[src/rtl/mem_access_controller_if.sv]
// Pipeline-side request/response signals and external memory bus of mem_access_controller.
interface mem_access_controller_if #(
    parameter int unsigned ADDR_W = 32,
    parameter int unsigned DATA_W = 32
);
    logic              i_req;
    logic [ADDR_W-1:0] i_addr;
    logic              d_read;
    logic              d_write;
    logic              d_byte;
    logic [ADDR_W-1:0] d_addr;
    logic [DATA_W-1:0] d_wdata;
    logic [DATA_W-1:0] bus_rdata;
    logic              bus_ack;
    logic [ADDR_W-1:0] bus_addr;
    logic [DATA_W-1:0] bus_wdata;
    logic [3:0]        bus_sel;
    logic              bus_read;
    logic              bus_write;
    logic [DATA_W-1:0] instr;
    logic              instr_valid;
    logic [DATA_W-1:0] d_rdata;
    logic              d_valid;
    logic              freeze;
    logic              bus_err;

    modport master (
        input  i_req, i_addr, d_read, d_write, d_byte, d_addr, d_wdata, bus_rdata, bus_ack,
        output bus_addr, bus_wdata, bus_sel, bus_read, bus_write, instr, instr_valid,
               d_rdata, d_valid, freeze, bus_err
    );

    modport slave (
        output i_req, i_addr, d_read, d_write, d_byte, d_addr, d_wdata, bus_rdata, bus_ack,
        input  bus_addr, bus_wdata, bus_sel, bus_read, bus_write, instr, instr_valid,
               d_rdata, d_valid, freeze, bus_err
    );
endinterface

[src/rtl/mem_access_controller.sv]
// Shares one external memory bus between instruction fetch and data load/store, freezing
// the pipeline while an access is outstanding; data accesses take priority over fetch.
module mem_access_controller #(
    parameter int unsigned ADDR_W  = 32,
    parameter int unsigned DATA_W  = 32,
    parameter int unsigned TIMEOUT = 255
) (
    input logic                     clk,
    input logic                     nrst,
    mem_access_controller_if.master mac
);
    localparam int unsigned     CntW    = $clog2(TIMEOUT + 1);
    localparam logic [CntW-1:0] CntLast = CntW'(TIMEOUT - 1);

    typedef enum logic [1:0] {StIdle, StDacc, StIacc, StResp} state_e;

    state_e            state_q;
    logic [CntW-1:0]   cnt_q;
    logic              data_q;
    logic              fetch_q;
    logic              write_q;
    logic              byte_q;
    logic [1:0]        lane_q;
    logic [ADDR_W-1:0] i_addr_q;
    logic [ADDR_W-1:0] bus_addr_q;
    logic [DATA_W-1:0] bus_wdata_q;
    logic [3:0]        bus_sel_q;
    logic              bus_read_q;
    logic              bus_write_q;
    logic [DATA_W-1:0] instr_q;
    logic [DATA_W-1:0] d_rdata_q;
    logic              instr_valid_q;
    logic              d_valid_q;
    logic              bus_err_q;

    logic [7:0]        ld_byte;
    logic [DATA_W-1:0] ld_data;
    logic              expired;
    logic              in_access;
    logic              d_req;

    always_comb begin
        ld_byte = mac.bus_rdata[{lane_q, 3'b000} +: 8];
        ld_data = byte_q ? {{(DATA_W - 8){ld_byte[7]}}, ld_byte} : mac.bus_rdata;
    end

    assign d_req     = mac.d_read | mac.d_write;
    assign expired   = !mac.bus_ack && (cnt_q == CntLast);
    assign in_access = (state_q == StDacc) || (state_q == StIacc);

    always_ff @(posedge clk or negedge nrst) begin
        if (!nrst) begin
            state_q       <= StIdle;
            cnt_q         <= '0;
            data_q        <= 1'b0;
            fetch_q       <= 1'b0;
            write_q       <= 1'b0;
            byte_q        <= 1'b0;
            lane_q        <= '0;
            i_addr_q      <= '0;
            bus_addr_q    <= '0;
            bus_wdata_q   <= '0;
            bus_sel_q     <= '0;
            bus_read_q    <= 1'b0;
            bus_write_q   <= 1'b0;
            instr_q       <= '0;
            d_rdata_q     <= '0;
            instr_valid_q <= 1'b0;
            d_valid_q     <= 1'b0;
            bus_err_q     <= 1'b0;
        end else begin
            instr_valid_q <= 1'b0;
            d_valid_q     <= 1'b0;
            unique case (state_q)
                StIdle: begin
                    cnt_q   <= '0;
                    data_q  <= d_req;
                    fetch_q <= mac.i_req;
                    if (mac.i_req) i_addr_q <= {mac.i_addr[ADDR_W-1:2], 2'b00};
                    if (d_req) begin
                        write_q     <= mac.d_write;
                        byte_q      <= mac.d_byte;
                        lane_q      <= mac.d_addr[1:0];
                        bus_addr_q  <= {mac.d_addr[ADDR_W-1:2], 2'b00};
                        bus_sel_q   <= mac.d_byte ? (4'b0001 << mac.d_addr[1:0]) : 4'b1111;
                        bus_wdata_q <= mac.d_byte ? {4{mac.d_wdata[7:0]}} : mac.d_wdata;
                        bus_write_q <= mac.d_write;
                        bus_read_q  <= !mac.d_write;
                        state_q     <= StDacc;
                    end else if (mac.i_req) begin
                        bus_addr_q <= {mac.i_addr[ADDR_W-1:2], 2'b00};
                        bus_sel_q  <= 4'b1111;
                        bus_read_q <= 1'b1;
                        state_q    <= StIacc;
                    end
                end
                StDacc: begin
                    if (mac.bus_ack || expired) begin
                        // A timed-out load returns zero so the pipeline still retires it.
                        if (!write_q) d_rdata_q <= mac.bus_ack ? ld_data : '0;
                        if (!mac.bus_ack) bus_err_q <= 1'b1;
                        cnt_q       <= '0;
                        bus_write_q <= 1'b0;
                        if (fetch_q) begin
                            bus_addr_q <= i_addr_q;
                            bus_sel_q  <= 4'b1111;
                            bus_read_q <= 1'b1;
                            state_q    <= StIacc;
                        end else begin
                            bus_read_q <= 1'b0;
                            d_valid_q  <= 1'b1;
                            state_q    <= StResp;
                        end
                    end else begin
                        cnt_q <= cnt_q + 1'b1;
                    end
                end
                StIacc: begin
                    if (mac.bus_ack || expired) begin
                        instr_q <= mac.bus_ack ? mac.bus_rdata : '0;
                        if (!mac.bus_ack) bus_err_q <= 1'b1;
                        cnt_q         <= '0;
                        bus_read_q    <= 1'b0;
                        instr_valid_q <= 1'b1;
                        d_valid_q     <= data_q;
                        state_q       <= StResp;
                    end else begin
                        cnt_q <= cnt_q + 1'b1;
                    end
                end
                StResp: state_q <= StIdle;
                default: state_q <= StIdle;
            endcase
        end
    end

    // Gating with nrst keeps freeze low throughout reset even if requests are held.
    assign mac.freeze      = (state_q == StIdle) ? (nrst & (d_req | mac.i_req)) : in_access;
    assign mac.bus_addr    = bus_addr_q;
    assign mac.bus_wdata   = bus_wdata_q;
    assign mac.bus_sel     = bus_sel_q;
    assign mac.bus_read    = bus_read_q;
    assign mac.bus_write   = bus_write_q;
    assign mac.instr       = instr_q;
    assign mac.instr_valid = instr_valid_q;
    assign mac.d_rdata     = d_rdata_q;
    assign mac.d_valid     = d_valid_q;
    assign mac.bus_err     = bus_err_q;
endmodule

[src/flat_wrapper.sv]
// flat-port wrapper written by rule: the top's interface ports become plain ports
module mem_access_controller_flat 
#(
    parameter int unsigned ADDR_W  = 32,
    parameter int unsigned DATA_W  = 32,
    parameter int unsigned TIMEOUT = 255
)
  (clk, nrst, mac_i_req, mac_i_addr, mac_d_read, mac_d_write, mac_d_byte, mac_d_addr, mac_d_wdata, mac_bus_rdata, mac_bus_ack, mac_bus_addr, mac_bus_wdata, mac_bus_sel, mac_bus_read, mac_bus_write, mac_instr, mac_instr_valid, mac_d_rdata, mac_d_valid, mac_freeze, mac_bus_err);
  mem_access_controller_if #(.ADDR_W(ADDR_W), .DATA_W(DATA_W)) mac_i ();
  input logic clk;
  input logic nrst;
  input wire logic [$bits(mac_i.i_req)-1:0] mac_i_req;
  input wire logic [$bits(mac_i.i_addr)-1:0] mac_i_addr;
  input wire logic [$bits(mac_i.d_read)-1:0] mac_d_read;
  input wire logic [$bits(mac_i.d_write)-1:0] mac_d_write;
  input wire logic [$bits(mac_i.d_byte)-1:0] mac_d_byte;
  input wire logic [$bits(mac_i.d_addr)-1:0] mac_d_addr;
  input wire logic [$bits(mac_i.d_wdata)-1:0] mac_d_wdata;
  input wire logic [$bits(mac_i.bus_rdata)-1:0] mac_bus_rdata;
  input wire logic [$bits(mac_i.bus_ack)-1:0] mac_bus_ack;
  output wire logic [$bits(mac_i.bus_addr)-1:0] mac_bus_addr;
  output wire logic [$bits(mac_i.bus_wdata)-1:0] mac_bus_wdata;
  output wire logic [$bits(mac_i.bus_sel)-1:0] mac_bus_sel;
  output wire logic [$bits(mac_i.bus_read)-1:0] mac_bus_read;
  output wire logic [$bits(mac_i.bus_write)-1:0] mac_bus_write;
  output wire logic [$bits(mac_i.instr)-1:0] mac_instr;
  output wire logic [$bits(mac_i.instr_valid)-1:0] mac_instr_valid;
  output wire logic [$bits(mac_i.d_rdata)-1:0] mac_d_rdata;
  output wire logic [$bits(mac_i.d_valid)-1:0] mac_d_valid;
  output wire logic [$bits(mac_i.freeze)-1:0] mac_freeze;
  output wire logic [$bits(mac_i.bus_err)-1:0] mac_bus_err;
  assign mac_i.i_req = mac_i_req;
  assign mac_i.i_addr = mac_i_addr;
  assign mac_i.d_read = mac_d_read;
  assign mac_i.d_write = mac_d_write;
  assign mac_i.d_byte = mac_d_byte;
  assign mac_i.d_addr = mac_d_addr;
  assign mac_i.d_wdata = mac_d_wdata;
  assign mac_i.bus_rdata = mac_bus_rdata;
  assign mac_i.bus_ack = mac_bus_ack;
  assign mac_bus_addr = mac_i.bus_addr;
  assign mac_bus_wdata = mac_i.bus_wdata;
  assign mac_bus_sel = mac_i.bus_sel;
  assign mac_bus_read = mac_i.bus_read;
  assign mac_bus_write = mac_i.bus_write;
  assign mac_instr = mac_i.instr;
  assign mac_instr_valid = mac_i.instr_valid;
  assign mac_d_rdata = mac_i.d_rdata;
  assign mac_d_valid = mac_i.d_valid;
  assign mac_freeze = mac_i.freeze;
  assign mac_bus_err = mac_i.bus_err;
  mem_access_controller #(.ADDR_W(ADDR_W), .DATA_W(DATA_W), .TIMEOUT(TIMEOUT)) u_core (.clk(clk), .nrst(nrst), .mac(mac_i));
endmodule
[config.mk]
export PLATFORM = sky130hd
export DESIGN_NAME = mem_access_controller_flat
export DESIGN_NICKNAME = d
export VERILOG_FILES = /design/src/rtl/mem_access_controller_if.sv /design/src/rtl/mem_access_controller.sv /design/src/flat_wrapper.sv
export SDC_FILE = /design/constraint.sdc
export NUM_CORES = 1
export LEC_CHECK = 0
export BUFFER_PORTS_ARGS = -buffer_cell sky130_fd_sc_hd__buf_2
export CAP_MARGIN = 10
export CORE_MARGIN = 1
export CORE_UTILIZATION = 50
export CTS_BUF_LIST = sky130_fd_sc_hd__clkbuf_8 sky130_fd_sc_hd__clkbuf_16
export DETAILED_ROUTE_END_ITERATION = 10
export PLACE_DENSITY = 0.9
export SLEW_MARGIN = 40
export SYNTH_ARGS = -nofsm -noshare
export SYNTH_HDL_FRONTEND = slang
export SYNTH_SLANG_ARGS = --single-unit
[constraint.sdc]
create_clock -name clk -period 2.5 [get_ports clk]
set_clock_uncertainty 0.15 [all_clocks]
set_input_delay 0.5 -clock clk [delete_from_list [all_inputs] [get_ports clk]]
set_output_delay 0.5 -clock clk [all_outputs]
set_load 0.03 [all_outputs]
# After elaboration in Yosys (flattened, before gate mapping)
# Index checks and enable logic that the tools add are counted.
# word_totals
reg_bits,183
latch_bits,0
mem_bits_rw,0
mem_bits_ro,0
in_bits,135
output_inout_bits,138
wordCells,92
n_memories,0
# op_classes
add_sub_neg,1
multipliers,0
div_mod_pow,0
n_lt_le_gt_ge,0
n_eq_ne,9
n_shift,2
muxes,38
bitwise,5
reduce_logical,19
# ops
operator,count
$mux W32,8
$pmux W32 S2,1
$shiftx A32 B6 Y8,1
$mux W4,5
$pmux W8 S2,1
$mux W1,13
$reduce_and A3 Y1,4
$add A8 B1 Y8 const B,1
$eq A8 B8 Y1 const B,1
$mux W2,4
$mux W8,1
$pmux W2 S4,1
$pmux W4 S2,1
$reduce_and A4 Y1,2
$reduce_and A2 Y1,3
$eq A2 B2 Y1 const B,2
$ne A2 B1 Y1 const B,2
$ne A2 B2 Y1 const B,2
$pmux W1 S2,2
$reduce_bool A2 Y1,2
$shl A1 B2 Y4 const A,1
$ne A3 B2 Y1 const B,1
$pmux W1 S3,1
$reduce_bool A3 Y1,1
other kinds (9),13

# Longest topological paths before layout
# Gate-level depths: netlist of the first run.
# depth
word_depth,5
mapped_depth,8
depth_no_buf,6

# Worst setup path after synthesis of the first run
# OpenSTA, ideal clock, no wires.
# synth_timing
path_type,register to output
startpoint,reg u_core.state_q[0]
endpoint,out mac_freeze
arrival_time_ns,1.638
required_ns,1.850
slack_ns,0.212
path_stages_with_launch,7
cell_sequence,dfrtp_1 > inv_1 > ha_1 > clkbuf_1 > clkbuf_1 > nand2_1 > o22ai_1
# synth_between
elab_chain_cells,3
word_cells_on_any_way,5
# synth_rtl
item,line_no,rtl
from (decl),mem_access_controller.sv:17,state_e state_q;
from (signal assigned),mem_access_controller.sv:53,state_q <= StIdle;
from (signal assigned),mem_access_controller.sv:89,state_q <= StDacc;
from (signal assigned),mem_access_controller.sv:94,state_q <= StIacc;
$eq A2 B1 Y1 or $eq A2 B2 Y1 (tied branches),mem_access_controller.sv:49,assign in_access = (state_q == StDacc) || (state_q == StIacc);
$logic_or A1 B1 Y1,mem_access_controller.sv:49,
$mux W1 (*),mem_access_controller.sv:138,assign mac.freeze = (state_q == StIdle) ? (nrst & (d_req | mac.i_req)) : in_access;
to (decl),flat_wrapper.sv:30,output wire logic [$bits(mac_i.freeze)-1:0] mac_freeze;
# Every way passes the cells marked *; elsewhere a longest branch is shown, timed or not.

# Worst setup path after layout of the first run
# Ends and elaborated chain as after synthesis.

==> metrics.txt, run 1 <==
vias in the first global route=approximately 6200; Async SR Flop Fraction=100%; Final setup viols=0; crit-path cells=inv_1 -> ha_4 -> inv_1 -> o22ai_1 -> clkbuf_4; DR iter-0 viols=470; Critical path origin=u_core.state_q[0]; Yosys top cell area share=between 50% and 60%; pin count of the biggest net entering global routing=approximately 110; final instance area=~10000 um2; WP data arrival=roughly 1.7 ns; Total GRT Usage=24.2%; postcts setup bufs=0; area leader, netlist=dfrtp_1; Overflow after GRT=0; Crit. path cell count=5; CTS max path bufs=2; pwr dens=around 1400 nW/um2; RSZ-0062 raised after global routing=no; number of synthesized flops with an enable pin=0; placed cell area=between 9000 and 10000 um2; post-synthesis sequential area ratio=a little under three fifths; CTS sink count=about 180; largest fanout on the critical path=5; later-pin clock latency in the skew report=~0.42 ns; FF-to-FF End=u_core.mac.bus_addr[2]; Synth-to-Final Area Change=27.9%; most used cell, CP=inv_1; first-pass GRT wire length=approximately 31 mm; worst path required time=1.85 ns; std cell rows=46; HPWL Detailed=roughly 14 mm; R2R depth=7; Net Switching=between 6 and 7 mW; Worst setup endpoint=mac_freeze; Logic pwr share=49.5%; Max-Cap Viols=0; Int Pwr=around 8.5 mW; crit path time final=about 2.4 ns; CTS tree=built; Hold Vio Cnt, Final=0; Worst setup EP type=primary output; Crit-path slowest cell=dfrtp_1; Clock power frac=between 10% and 20%; Final Max Slew Viols=0; initial core utilization=51.0%; library cells used by synthesis=47; Synth Register Bits=around 180; antenna cells=0; Setup Crit Path Kind=reg -> out; Die W=~130 um; RePlAce Congestion=approximately 0.83; Worst Path Buf+Inv=3; Cells after Synth=around 670; IO Pins=273; Fillers=1214; HP Class=in -> reg; CORE AREA=approximately 16000 um2; antenna-violating nets left=0; share of cells above drive strength 1=a little over two fifths; switch share=a little over two fifths; Port-buffer cells=268; Max Clk Rate=roughly 420 MHz; via count=6447; Nets=around 1100; Reg clk slew, reported paths=0.07 ns; main area contributors after synthesis=dfrtp_1 (56%), mux2_2 (10%), mux2i_1 (6.8%); first-pass iteration count of the detailed router=5; cts bufs inserted=17; DR vias/cell=between 5 and 6; measured slew at the worst slew-check pin=0.515 ns; Die Height=between 100 and 150 um; slowest stage delay, CP=0.42 ns; Final Cycle Share=between 90% and 100%; setup TNS=0 ns; part of the power in registers=33.7%; Syn Area/Cell=around 12 um2; initial antenna violation count=0; outcome=completed; Synth warnings=0; dominant synthesized flop cell=dfrtp_1; crit start category=flop; H-tree Lvls=4; most frequent cells after synthesis=dfrtp_1 (181), mux2_2 (75), nand2_1 (71); die area=~17000 um2; clk root buf=clkbuf_16; final wirelength=20.0 mm; Wirelength per Cell=17.2 um; Slew Limit Headroom=roughly two thirds; DRC=0; leak pwr=5.02 nW; R2R setup slack=~0.24 ns; top-count cell post-synth=dfrtp_1; worst vdd rail ir drop=~0.7 mV; Mapped Area=around 8000 um2; Critical R2R Launch=u_core.state_q[1]; CP delay by family, top=buffers and inverters
flip-flops by register name, indices dropped and copies added, names as in the netlist, 2 cells and up:
signal / cells
u_core.mac.bus_addr: 30
u_core.mac.bus_wdata: 32
u_core.state_q: 2
u_core.lane_q: 2
u_core.mac.bus_sel: 4
u_core.mac.d_rdata: 32
u_core.mac.instr: 32
u_core.cnt_q: 8
u_core.i_addr_q: 30
worst register-to-register path, cell delays in order (launching register included):
cell and delay, ns:
dfrtp_1 0.40, inv_1 0.11, ha_2 0.25, nor2b_1 0.17, a211oi_1 0.38, o21ai_4 0.19, buf_12 0.20, mux2_2 0.28
cells by family after synthesis:
| group | count (synthesis) | share of synthesized area, % |
|---|---|---|
| AO/OA/AOI/OAI | 162 | 14.2 |
| XOR/XNOR | 6 | 0.653 |
| adder cells (fa/ha/maj) | 6 | 0.933 |
| buffers and inverters | 59 | 3.41 |
| flip-flops | 181 | 56.3 |
| multiplexers | 131 | 17.6 |
| other | 1 | 0.0466 |
| AND/OR/NAND/NOR | 122 | 6.80 |
metrics by stage:
stage,utilization [%],hold slack (ns),instances,power (mW),worst slack [ns]
after floorplan,-,0.0544,669,10.1,0.212
after global placement,61.5,0.296,1127,12.1,0.383
after detailed placement,61.6,0.293,1128,12.4,0.280
after CTS,65.2,0.155,1161,14.9,0.0630
after global routing,65.3,0.158,1161,15.7,0.0210
final,65.3,0.170,1161,14.9,0.120
cell usage in the layout (no fill, tap or decap), types with 2 or more instances in the layout:
| cell type | n |
|---|---|
| buf_4 | 18 |
| nand3_1 | 11 |
| conb_1 | 2 |
| buf_2 | 266 |
| nor2b_1 | 3 |
| clkbuf_16 | 17 |
| nand2b_1 | 12 |
| clkinvlp_4 | 3 |
| a21oi_1 | 10 |
| inv_8 | 3 |
| a221o_1 | 25 |
| o221ai_1 | 2 |
| mux2_2 | 75 |
| o22a_1 | 2 |
| ha_1 | 4 |
| xor2_1 | 3 |
| o2bb2ai_1 | 7 |
| o21ai_4 | 2 |
| xnor2_1 | 3 |
| a22o_1 | 34 |
| inv_6 | 5 |
| clkinv_2 | 4 |
| o21ai_0 | 65 |
| inv_1 | 10 |
| a31oi_1 | 6 |
| dfrtp_1 | 181 |
| buf_12 | 5 |
| nor3_1 | 4 |
| nand2_1 | 71 |
| nor2_1 | 12 |
| mux2i_1 | 55 |
power by group through the flow:
| stage | logic [mW] | registers (mW) | clock network [mW] |
|---|---|---|---|
| 6_report | 7.39 | 5.03 | 2.50 |
| 5_1_grt | 7.89 | 5.20 | 2.64 |
| 3_5_place_dp | 7.36 | 5.05 | 0 |
| 4_1_cts | 7.37 | 5.02 | 2.55 |
| 3_3_place_gp | 7.14 | 4.97 | 0 |
| 2_1_floorplan | 3.12 | 7.00 | 0 |
routing by layer:
layer / GRT usage, % / part of all wire (%)
met1: 31.1 / 41
met2: 39.2 / 50
met3: 4.91 / 5.9
met4: 11.8 / 3.3
met5: 0 / 0
area by class of cell:
class,instances,area (um2),share of cell area (%)
Clock inverter,15,120,1.17
Clock buffer,17,425,4.13
Tap cell,216,270,2.63
Multi-Input combinational cell,429,3290,31.9
Inverter,10,37.5,0.365
Sequential cell,181,4530,44.0
Timing Repair Buffer,293,1620,15.8
worst min path at each step:
stage | from | to | slack (ns) | cells past startpoint
after floorplan | nrst | u_core.byte_q | 0.05 | 0
after global placement | u_core.mac.bus_err | u_core.mac.bus_err | 0.30 | 2
after global routing | mac_bus_rdata[2] | u_core.mac.instr[2] | 0.16 | 2
after CTS | mac_bus_rdata[2] | u_core.mac.instr[2] | 0.15 | 2
final | mac_bus_rdata[2] | u_core.mac.instr[2] | 0.17 | 2
after detailed placement | u_core.mac.bus_err | u_core.mac.bus_err | 0.29 | 2
timing repair:
action / in CTS / in global routing
setup endpoints to repair: 0 / 1
hold endpoints to repair: 75 / 0
gates resized for setup: 0 / 2
hold buffers: 1 / 0
Note: power is estimated with default switching activity, not from simulation.
==> run 2, diff against run 1 <==
--- a/config.mk
+++ b/config.mk
@@ -5,11 +5,11 @@
 export SDC_FILE = /design/constraint.sdc
 export NUM_CORES = 1
 export LEC_CHECK = 0
-export BUFFER_PORTS_ARGS = -buffer_cell sky130_fd_sc_hd__buf_2
+export BUFFER_PORTS_ARGS = -buffer_cell sky130_fd_sc_hd__buf_4
 export CAP_MARGIN = 10
 export CORE_MARGIN = 1
 export CORE_UTILIZATION = 50
-export CTS_BUF_LIST = sky130_fd_sc_hd__clkbuf_8 sky130_fd_sc_hd__clkbuf_16
+export CTS_BUF_LIST = sky130_fd_sc_hd__clkbuf_16
 export DETAILED_ROUTE_END_ITERATION = 10
 export PLACE_DENSITY = 0.9
 export SLEW_MARGIN = 40
==> run 2 against run 1 <==
Effect of this change:
- final cell count shrank 0.26%
- sequential share of layout area shrank 2.8 points
- flip-flop and latch count is the same
- largest cell class unchanged
- critical path depth stayed put
==> metrics.txt, run 2 (synthesis results as in run 1) <==
Critical path origin=u_core.state_q[1]; part of the power in registers=32.1% (-1.6 points); share of cells above drive strength 1=43.0% (-0.18 points); CORE AREA=15800 um2 (unchanged); Port-buffer cells=268 (unchanged); initial antenna violation count=0 (unchanged); DR iter-0 viols=387 (-18%); Hold Worst Slack=0.159 ns (-0.0112 ns); DR vias/cell=5.56 (+0.10%); Nets=1070 (-0.28%); Max Clk Rate=417 MHz (-0.67%); total power=15.8 mW (+6.0%); switch share=41.8% (-1.3 points); dpl cells=1124 (-0.35%); pin count of the biggest net entering global routing=109 (+1.9%); Synth-to-Final Area Change=36.5%; final wirelength=21.3 mm (+6.7%); pwr dens=1440 nW/um2 (-0.60%); RSZ-0062 raised after global routing=no; Max-Cap Viols=0 (unchanged); setup TNS=0 ns (unchanged); Total GRT Usage=25.8% (+1.7 points); Setup Crit Path Kind=reg -> out; Final WS setup=0.104 ns (-0.0159 ns); vias in the first global route=6367 (+2.8%); WP data arrival=1.75 ns (+0.02 ns); largest fanout on the critical path=5 (unchanged); antenna-violating nets left=0 (unchanged); Worst setup EP type=primary output; Clock power frac=17.0% (+0.3 points); HPWL Detailed=15.0 mm (+3.6%); worst path required time=1.85 ns (about the same); Slew Limit Headroom=61.6% (-4.1 points); via count=6437 (-0.16%); commonest non-fill, non-tap cell in the layout=buf_4; Critical R2R Launch=u_core.state_q[0]; slowest stage delay, CP=0.39 ns (-0.03 ns); DRC=0 (unchanged); Net Switching=6.61 mW (+2.8%); cts bufs inserted=17 (unchanged); fin util=69.6% (+4.4 points); Final Max Slew Viols=0 (unchanged); later-pin clock latency in the skew report=0.42 ns (about the same); most frequent cells in the layout=buf_4 (281), dfrtp_1 (181), mux2_2 (75), nand2_1 (71), o21ai_0 (65); IO Pins=273 (unchanged); Int Pwr=9.20 mW (+8.5%); clk root buf=clkbuf_16; HP Class=in -> reg; std cell rows=46 (unchanged); Die W=129 um (unchanged); non-filler cells, final=1158 (-0.26%); Fillers=1142 (-5.9%); most used cell, CP=inv_1; Reg clk slew, reported paths=0.07 ns (about the same); Overflow after GRT=0 (unchanged); H-tree Lvls=4 (unchanged); CTS max path bufs=2 (unchanged); placed cell area=10400 um2 (+6.7%); final instance area=11000 um2 (+6.7%); post-placement setup slack=0.239 ns (-0.0412 ns); RePlAce Congestion=0.817 (-1.7%); antenna cells=0 (unchanged); first-pass GRT wire length=32.9 mm (+5.3%); outcome=completed; Hold Vio Cnt, Final=0 (unchanged); measured slew at the worst slew-check pin=0.574 ns (+0.0593 ns); initial core utilization=51.0% (unchanged); CTS sink count=181 (unchanged); die area=16600 um2 (unchanged); CTS tree=built; Wirelength per Cell=18.4 um (+7.0%); Final setup viols=0 (unchanged); Die Height=129 um (unchanged); leak pwr=5.23 nW (+4.1%); hold path start=mac_bus_ack; first-pass iteration count of the detailed router=5 (unchanged); Final Cycle Share=95.8% (+0.64 points); crit path time final=2.40 ns (+0.0159 ns); Crit-path slowest cell=dfrtp_1; worst vdd rail ir drop=0.737 mV (+2.6%); Logic pwr share=50.9% (+1.4 points); crit start category=flop; crit-path cells=inv_1 -> ha_2 -> inv_1 -> o22ai_1 -> buf_4
-- run 2: timing repair --
item | 4_1_cts | 5_1_grt
hold buffers | 1 | 0
endpoints found under the setup margin | 0 | 1
resized for setup | 0 | 1
endpoints found under the hold margin | 73 | 0
buffers inserted | 0 | 1
-- run 2: layer usage --
| layer | track usage, % | vias to the layer above | wire length, um |
|---|---|---|---|
| met1 | 31.3 | 3166 | 8580 |
| li1 | - | 2951 | - |
| met2 | 43.9 | 271 | 10800 |
| met5 | 0 | - | 0 |
| met3 | 6.28 | 49 | 1300 |
| met4 | 11.3 | 0 | 591 |
-- run 2: power groups by stage --
stage / sequential, mW / clock (mW) / combinational, mW
floorplan: 7.00 / 0 / 3.12
global placement: 5.03 / 0 / 7.78
detailed placement: 5.10 / 0 / 8.01
CTS: 5.07 / 2.72 / 8.05
global route: 5.23 / 2.83 / 8.54
finish: 5.08 / 2.69 / 8.04
-- run 2: worst paths after layout --
kind / to / slack [ns] / cells after the start
max reg2reg: u_core.mac.bus_addr[28] / 0.20 / 7
min: u_core.mac.bus_err / 0.16 / 2
max in group asynchronous: u_core.mac.bus_wdata[24] / 0.83 / 4
max: mac_freeze / 0.10 / 5
min in group asynchronous: u_core.mac.bus_addr[19] / 0.52 / 3
min reg2reg: u_core.mac.bus_err / 0.32 / 2
-- run 2: layout make-up --
cell class	count	area (um2)	share of cell area, %
Multi-Input combinational cell	429	3280	29.8
Sequential cell	181	4530	41.3
Clock inverter	15	161	1.47
Inverter	10	37.5	0.342
Timing Repair Buffer	290	2280	20.8
Clock buffer	17	425	3.88
Tap cell	216	270	2.46
-- run 2: worst max-delay path, delay by kind of cell (launching register included) --
kind | cells | cell delay (ns)
AOI/OAI and AO/OA | 1 | 0.19
buffers and inverters | 3 | 0.37
adders and majority gates | 1 | 0.37
DFF | 1 | 0.39
